<file path="config.mk">
export PLATFORM = sky130hd
export DESIGN_NAME = mem_arbiter_flat
export DESIGN_NICKNAME = d
export VERILOG_FILES = /design/src/rtl/cpu_types_pkg.sv /design/src/rtl/mem_arbiter_if.sv /design/src/rtl/mem_arbiter_starve_counter.sv /design/src/rtl/mem_arbiter.sv /design/src/flat_wrapper.sv
export SDC_FILE = /design/constraint.sdc
export NUM_CORES = 1
export LEC_CHECK = 0
export CAP_MARGIN = 10
export CORE_AREA = 2 2 104 106
export DETAILED_ROUTE_END_ITERATION = 6
export DIE_AREA = 0 0 106 108
export SLEW_MARGIN = 20
export SYNTH_ARGS = -nofsm -noshare
export SYNTH_HDL_FRONTEND = slang
export SYNTH_SLANG_ARGS = --single-unit
export TNS_END_PERCENT = 10
</file>
<file path="constraint.sdc">
create_clock -name CLK -period 1.7 [get_ports CLK]
set_input_delay 0.34 -clock CLK [delete_from_list [all_inputs] [get_ports CLK]]
set_output_delay 0.34 -clock CLK [all_outputs]
set_load 0.02 [all_outputs]
</file>
<file path="src/rtl/cpu_types_pkg.sv">
// Shared CPU-side types: machine word and the RAM handshake status.
package cpu_types_pkg;

    localparam int unsigned WORD_BITS = 32;

    typedef logic [WORD_BITS-1:0] word_t;

    typedef enum logic [1:0] {
        FREE   = 2'd0,
        BUSY   = 2'd1,
        ACCESS = 2'd2,
        ERROR  = 2'd3
    } ramstate_t;

endpackage

</file>
<file path="src/rtl/mem_arbiter_if.sv">
// Requester and RAM-side signals of the unified memory port arbiter.
interface mem_arbiter_if
    import cpu_types_pkg::*;
#(
    parameter int unsigned WORD_W = 32
);
    logic              iREN;
    logic [WORD_W-1:0] iaddr;
    logic              iwait;
    logic [WORD_W-1:0] iload;

    logic              dREN;
    logic              dWEN;
    logic [WORD_W-1:0] daddr;
    logic [WORD_W-1:0] dstore;
    logic              dwait;
    logic [WORD_W-1:0] dload;

    logic              ramREN;
    logic              ramWEN;
    logic [WORD_W-1:0] ramaddr;
    logic [WORD_W-1:0] ramstore;
    logic [WORD_W-1:0] ramload;
    ramstate_t         ramstate;

    // Arbiter side.
    modport master (
        input  iREN, iaddr, dREN, dWEN, daddr, dstore, ramload, ramstate,
        output iwait, iload, dwait, dload, ramREN, ramWEN, ramaddr, ramstore
    );

    // Requesters and RAM side.
    modport slave (
        output iREN, iaddr, dREN, dWEN, daddr, dstore, ramload, ramstate,
        input  iwait, iload, dwait, dload, ramREN, ramWEN, ramaddr, ramstore
    );
endinterface

</file>
<file path="src/rtl/mem_arbiter_starve_counter.sv">
// Saturating counter of data grants completed while a fetch waits.
module starve_counter #(
    parameter int unsigned MAX = 4,
    parameter int unsigned W   = 4
) (
    input  logic         CLK,
    input  logic         nRST,
    input  logic         clr,
    input  logic         inc,
    output logic [W-1:0] cnt,
    output logic         sat
);
    localparam logic [W-1:0] MAX_V = W'(MAX);

    assign sat = (cnt == MAX_V);

    // Clear wins over increment.
    always_ff @(posedge CLK or negedge nRST) begin
        if (!nRST) begin
            cnt <= '0;
        end else if (clr) begin
            cnt <= '0;
        end else if (inc && !sat) begin
            cnt <= cnt + 1'b1;
        end
    end
endmodule

</file>
<file path="src/rtl/mem_arbiter.sv">
// Unified RAM port arbiter: data requester has priority, fetch is forced
// ahead after STARVE_MAX consecutive data completions.
module mem_arbiter
    import cpu_types_pkg::*;
#(
    parameter int unsigned WORD_W     = 32,
    parameter int unsigned STARVE_MAX = 4
) (
    input  logic          CLK,
    input  logic          nRST,
    mem_arbiter_if.master bus
);
    typedef enum logic [1:0] {
        IDLE   = 2'd0,
        DGRANT = 2'd1,
        IGRANT = 2'd2
    } arb_state_t;

    arb_state_t state, next_state;

    logic       dreq;
    logic       d_done;
    logic       i_done;
    logic       starve_sat;
    logic [3:0] starve_cnt;

    assign dreq = bus.dREN | bus.dWEN;

    always_ff @(posedge CLK or negedge nRST) begin
        if (!nRST) begin
            state <= IDLE;
        end else begin
            state <= next_state;
        end
    end

    always_comb begin
        next_state   = state;
        d_done       = 1'b0;
        i_done       = 1'b0;
        bus.ramREN   = 1'b0;
        bus.ramWEN   = 1'b0;
        bus.ramaddr  = '0;
        bus.ramstore = '0;
        bus.iwait    = 1'b1;
        bus.dwait    = 1'b1;
        bus.iload    = bus.ramload[WORD_W-1:0];
        bus.dload    = bus.ramload[WORD_W-1:0];

        unique case (state)
            IDLE: begin
                if (dreq && !(bus.iREN && starve_sat)) begin
                    next_state = DGRANT;
                end else if (bus.iREN) begin
                    next_state = IGRANT;
                end
            end
            DGRANT: begin
                bus.ramaddr  = bus.daddr;
                bus.ramstore = bus.dstore;
                bus.ramWEN   = bus.dWEN;
                bus.ramREN   = bus.dREN & ~bus.dWEN;
                // A withdrawn request never acks, even if RAM reports ACCESS.
                if (!dreq) begin
                    next_state = IDLE;
                end else if (bus.ramstate == ACCESS) begin
                    bus.dwait  = 1'b0;
                    d_done     = 1'b1;
                    next_state = IDLE;
                end else if (bus.ramstate == ERROR) begin
                    next_state = IDLE;
                end
            end
            IGRANT: begin
                bus.ramaddr = bus.iaddr;
                bus.ramREN  = bus.iREN;
                if (!bus.iREN) begin
                    next_state = IDLE;
                end else if (bus.ramstate == ACCESS) begin
                    bus.iwait  = 1'b0;
                    i_done     = 1'b1;
                    next_state = IDLE;
                end else if (bus.ramstate == ERROR) begin
                    next_state = IDLE;
                end
            end
            default: next_state = IDLE;
        endcase
    end

    // Increment only matters while iREN is high; iREN low clears.
    starve_counter #(
        .MAX (STARVE_MAX),
        .W   (4)
    ) u_starve (
        .CLK  (CLK),
        .nRST (nRST),
        .clr  (~bus.iREN | i_done),
        .inc  (d_done),
        .cnt  (starve_cnt),
        .sat  (starve_sat)
    );

    logic unused_cnt;
    assign unused_cnt = ^starve_cnt;
endmodule

</file>
<file path="src/flat_wrapper.sv">
// flat-port wrapper written by rule: the top's interface ports become plain ports
module mem_arbiter_flat import cpu_types_pkg::*;
#(
    parameter int unsigned WORD_W     = 32,
    parameter int unsigned STARVE_MAX = 4
)
  (CLK, nRST, bus_iREN, bus_iaddr, bus_dREN, bus_dWEN, bus_daddr, bus_dstore, bus_ramload, bus_ramstate, bus_iwait, bus_iload, bus_dwait, bus_dload, bus_ramREN, bus_ramWEN, bus_ramaddr, bus_ramstore);
  mem_arbiter_if #(.WORD_W(WORD_W)) bus_i ();
  input  logic CLK;
  input  logic nRST;
  input wire logic [$bits(bus_i.iREN)-1:0] bus_iREN;
  input wire logic [$bits(bus_i.iaddr)-1:0] bus_iaddr;
  input wire logic [$bits(bus_i.dREN)-1:0] bus_dREN;
  input wire logic [$bits(bus_i.dWEN)-1:0] bus_dWEN;
  input wire logic [$bits(bus_i.daddr)-1:0] bus_daddr;
  input wire logic [$bits(bus_i.dstore)-1:0] bus_dstore;
  input wire logic [$bits(bus_i.ramload)-1:0] bus_ramload;
  input wire logic [$bits(bus_i.ramstate)-1:0] bus_ramstate;
  output wire logic [$bits(bus_i.iwait)-1:0] bus_iwait;
  output wire logic [$bits(bus_i.iload)-1:0] bus_iload;
  output wire logic [$bits(bus_i.dwait)-1:0] bus_dwait;
  output wire logic [$bits(bus_i.dload)-1:0] bus_dload;
  output wire logic [$bits(bus_i.ramREN)-1:0] bus_ramREN;
  output wire logic [$bits(bus_i.ramWEN)-1:0] bus_ramWEN;
  output wire logic [$bits(bus_i.ramaddr)-1:0] bus_ramaddr;
  output wire logic [$bits(bus_i.ramstore)-1:0] bus_ramstore;
  assign bus_i.iREN = bus_iREN;
  assign bus_i.iaddr = bus_iaddr;
  assign bus_i.dREN = bus_dREN;
  assign bus_i.dWEN = bus_dWEN;
  assign bus_i.daddr = bus_daddr;
  assign bus_i.dstore = bus_dstore;
  assign bus_i.ramload = bus_ramload;
  assign bus_i.ramstate = bus_ramstate;
  assign bus_iwait = bus_i.iwait;
  assign bus_iload = bus_i.iload;
  assign bus_dwait = bus_i.dwait;
  assign bus_dload = bus_i.dload;
  assign bus_ramREN = bus_i.ramREN;
  assign bus_ramWEN = bus_i.ramWEN;
  assign bus_ramaddr = bus_i.ramaddr;
  assign bus_ramstore = bus_i.ramstore;
  mem_arbiter #(.WORD_W(WORD_W), .STARVE_MAX(STARVE_MAX)) u_core (.CLK(CLK), .nRST(nRST), .bus(bus_i));
endmodule
</file>
**Word-level counts from Yosys, hierarchy flattened**

Cells that the tools add are included.

- Register bits: 6
- Input bits: 135
- Output and inout bits: 132
- Logic and storage cells: 44

- $add $sub $neg: 1
- Equality and inequality tests: 6
- Mux-type cells: 23
- Bitwise logic cells: 5
- Reductions and logical operators: 7

Operator list:

| cell | number |
|---|---|
| $pmux W32 S2 | 1 |
| $mux W32 | 1 |
| $mux W2 | 6 |
| $mux W1 | 11 |
| $mux W4 | 2 |
| $eq A2 B2 Y1 const B | 3 |
| $pmux W2 S3 | 1 |
| $add A4 B1 Y4 const B | 1 |
| $eq A4 B3 Y1 const B | 1 |
| $logic_and A1 B1 Y1 | 3 |
| $ne A3 B2 Y1 const B | 1 |
| $eq A2 B1 Y1 const B | 1 |
| $logic_not A1 Y1 | 2 |
| $logic_not A2 Y1 | 1 |
| $not A1 Y1 | 2 |
| $or A1 B1 Y1 | 2 |
| $pmux W1 S2 | 1 |
| $reduce_bool A2 Y1 | 1 |
| $and A1 B1 Y1 | 1 |

**Depth between registers and ports, before layout**

- Word-level depth: 7
- Depth in mapped cells: 6
- Mapped depth without buffers: 5

**Cells and area by module**

From an unflattened synthesis, not the netlist that was laid out.

- Cell total of the unflattened synthesis: 227
- Area, all modules: 1650.3 um^2

Modules (own cells, without submodules):

| module | instances | cells an instance | area each (um^2) | sequential area each (um^2) |
|---|---|---|---|---|
| mem_arbiter | 1 | 203 | 1416.4 | 50.0 |
| starve_counter | 1 | 24 | 234.0 | 100.1 |

**Worst setup path before layout**

No wires, ideal clock.

- Path kind: reg-to-output
- Start: reg u_core.state[1]
- End: out bus_ramREN
- Arrival: 1.597 ns
- Data required time: 1.360 ns
- Slack: -0.237 ns
- Cell stages (with the launch flop): 7
- Path buffers: 2
- Path through: dfrtp_1 -> inv_1 -> ha_1 -> buf_2 -> buf_2 -> nand3b_1 -> a21boi_0

- Word-level cells in the longest chain between the ends: 2
- Elaborated cells on any way between the ends: 3
- Those cells by class: eq/ne: 2; mux: 1

Ends and longest elaborated chain:

| element | line | RTL |
|---|---|---|
| start, declared | mem_arbiter.sv:19 | `arb_state_t state, next_state;` |
| start signal, assigned | mem_arbiter.sv:33 | `state <= next_state;` |
| $eq A2 B2 Y1 / $eq A2 B1 Y1 (equally long branches) | mem_arbiter.sv:50 | `unique case (state)` |
| $pmux W1 S2 * | mem_arbiter.sv:50 |  |
| end, declared | flat_wrapper.sv:23 | `output wire logic [$bits(bus_i.ramREN)-1:0] bus_ramREN;` |

Every way passes the cells marked *; elsewhere a longest branch is shown, timed or not.

**Final worst setup path**

- Start: reg u_core.state[0]
- End: out bus_ramstore[14]

- Word-level cells in the longest chain between the ends: 2

Ends and longest elaborated chain:

| element | line | RTL |
|---|---|---|
| $eq A2 B1 Y1 | mem_arbiter.sv:50 |  |
| $mux W32 | mem_arbiter.sv:50 |  |
| end, declared | flat_wrapper.sv:26 | `output wire logic [$bits(bus_i.ramstore)-1:0] bus_ramstore;` |

Every way passes these cells.

==> impl_results.md <==
* Outcome: finished with violations
* Failing checks: setup timing
* Diodes inserted at 0
* Slew of the pin with the lowest slew margin at around 0.4 ns
* Final Util at 34.65%
* Post-synthesis sequential area ratio at 8.955%
* Num rows at 37
* Arr. time, crit path at 1.52 ns
* Area Overhead vs Synth at 111.4%
* Period utilisation layout at 109.5%
* CTS tree: built
* Crit start category: register
* Number of global-route vias before repair at around 2200
* Chip width at 106 um
* Mean Syn Cell Area at 7.354 um2
* CTS sink cnt at 6
* Top-area cell type share of the netlist area at 28.66%
* GPL Wtd Cong at 0.7230
* RR Startpoint: u_core.state[1]
* Highest clock rate at ~540 MHz
* EDFF count, synth at 0
* DP HPWL at between 5000 and 6000 um
* Pre-Repair DR Iteration Count at 4
* Average wire per standard cell at 14.44 um
* Max FO, Critical Path at 9
* Tmin final at 1.862 ns
* Starting Density at between 10% and 20%
* TritonCTS Buffers at 3
* Dpl cells at 477
* Count of input and output buffers at 170
* Initial antenna violation count at 0
* Flop2flop setup slack at 0.02 ns
* Final setup margin at -0.1622 ns
* Core area at 0.01023 mm2
* Clock skew at 0.0006702 ns
* Clock buffer depth at 2
* Worst R2R End: u_core.u_starve.cnt[2]
* Synth area leader: buf_4
* Ys async rst share at 100.0%
* Io pins at 267
* Post-route insts no fill at 484
* Worst R2R Path Depth at 7
* Final setup viols at 67
* Mapped Cells at around 230
* Synth Register Bits at 6
* Level count of the clock H-tree at 1
* Die Area at 0.01145 mm2
* Slew Viols, Final at 0
* CP Class: reg -> out
* Crit path required time at 1.36 ns
* Synth top cells by count: buf_4 (64), and2_1 (33), nor2b_1 (33)
* Post-Syn Area at approximately 0.0017 mm2
* RSZ-0062 raised after global routing: true
* CTS root buffer: clkbuf_8
* Final hold vios at 0
* Pwr/cell area at 1168 mW/mm2
* Synth area leaders: buf_4 (29%), a22oi_1 (14%), and2_1 (12%)
* Syn_nets at 369
* DR DRC count at 0
* Post-synth cell types at 29
* Final ANT Viol Nets at 0
* Layout cells sized above 1 at 47.13%
* VDD IR-drop max at 587.7 uV
* All-Layer GR Usage at 10.93%
* Clock Latency Late Sink at 0.22 ns
* Total Routed Length at 6989 um
* Clock transition at path regs at 0.04 ns
* Largest net degree at the start of global routing at 24
* Via count at between 1500 and 2000
* Drt initial violations at 80
* Leak at 1.480 nW
* Worst setup EP type: output pin
* First-pass GRT wire length at 10170 um
* Min-Delay Path Class: in -> async
* Top_reg_cell synth: dfrtp_1
* Nets@finish at 491
* MaxCap Viol Count at 0
* Pre-CTS setup slack at -0.5267 ns
* Die Span Y at 108 um
* Vias per cell at just over 4
* Global route total overflow at 0
* YS warnings at 0
* Count leader, synth: buf_4
* Slew headroom at 73.38%
[power by group]
part | switching (mW) | internal (mW) | leakage (nW)
logic | 1.73 | 2.02 | 1.38
clock network | 0.0610 | 0.152 | 0.0216
registers | 0.0172 | 0.163 | 0.0813
[placed cells by master (no fill, tap or decap), types with 2 or more instances in the layout]
| cell | count |
|---|---|
| dlymetal6s2s_1 | 2 |
| clkbuf_8 | 3 |
| and2_4 | 26 |
| clkbuf_16 | 2 |
| nor2b_2 | 3 |
| nand2_1 | 2 |
| ha_4 | 3 |
| buf_12 | 3 |
| mux2i_1 | 3 |
| buf_8 | 2 |
| or2_4 | 2 |
| ha_1 | 3 |
| nand3b_1 | 3 |
| a22oi_2 | 23 |
| buf_4 | 28 |
| buf_2 | 16 |
| nor2b_1 | 30 |
| nand3_1 | 6 |
| inv_1 | 3 |
| clkdlybuf4s50_1 | 100 |
| and2_1 | 7 |
| inv_2 | 2 |
| buf_6 | 43 |
| dfrtp_1 | 6 |
| a22oi_1 | 9 |
[registers in the layout, indices dropped and copies added (netlist names)]
signal	flops
u_core.state	2
u_core.u_starve.cnt	4
[area by class of cell]
cell class	instances	area, um2
clock buffers	3	41.29
fillers	1066	6686
inverters	5	18.77
multi-input cells	138	1224
flip-flops and latches	6	150.1
well taps	136	170.2
repair buffers	196	1941
[stage by stage]
stage | TNS, ns | hold WS, ns | total power, mW | area, um2
after global placement | -29.75 | 0.5480 | 3.300 | 3188
after floorplan | -0.2296 | 0.04441 | 1.951 | 1680
after detailed placement | -30.61 | 0.5407 | 3.330 | 3188
final | -8.413 | 0.3634 | 4.139 | 3545
after global routing | -13.32 | 0.3876 | 4.406 | 3545
after CTS | -8.382 | 0.3675 | 3.645 | 3223
[what timing repair did]
action,in CTS,in global routing
hold buffers,0,0
endpoints found under the setup margin,70,74
pin swaps,2,6
gates cloned,0,2
gates resized for setup,362,83
setup buffers,2,0
[how the worst max path moves through the flow]
stage | start | end | slack [ns] | cells past startpoint
detailed placement | u_core.state[1] | bus_ramaddr[15] | -0.53 | 6
floorplan | u_core.state[1] | bus_ramaddr[12] | -0.04 | 6
global route | u_core.state[1] | bus_ramstore[14] | -0.23 | 6
global placement | u_core.state[1] | bus_ramaddr[2] | -0.49 | 5
finish | u_core.state[0] | bus_ramstore[14] | -0.16 | 6
CTS | u_core.state[1] | bus_ramaddr[25] | -0.15 | 6
[cells by family (layout without fill, tap and decap cells)]
| kind of cell | after synthesis | after routing | synth area share (%) |
|---|---|---|---|
| and+or+nand+nor | 89 | 89 | 33.51 |
| muxes | 3 | 3 | 1.791 |
| DFF | 6 | 6 | 8.955 |
| AOI/OAI and AO/OA | 40 | 40 | 17.69 |
| buffers and inverters | 84 | 204 | 33.58 |
| adders and majority gates | 6 | 6 | 4.477 |
[critical path: stages (launching register included)]
cell and delay, ns:
dfrtp_1 0.39, buf_6 0.13, ha_4 0.20, buf_8 0.15, clkbuf_16 0.15, and2_4 0.14
buf_6 0.12
[routing by layer]
metal,track usage (%),routed length [um]
met4,6.579,284
met2,22.21,3828
met5,0,0
met1,10.11,2274
met3,1.808,601
(Power assumes the default switching activity.)
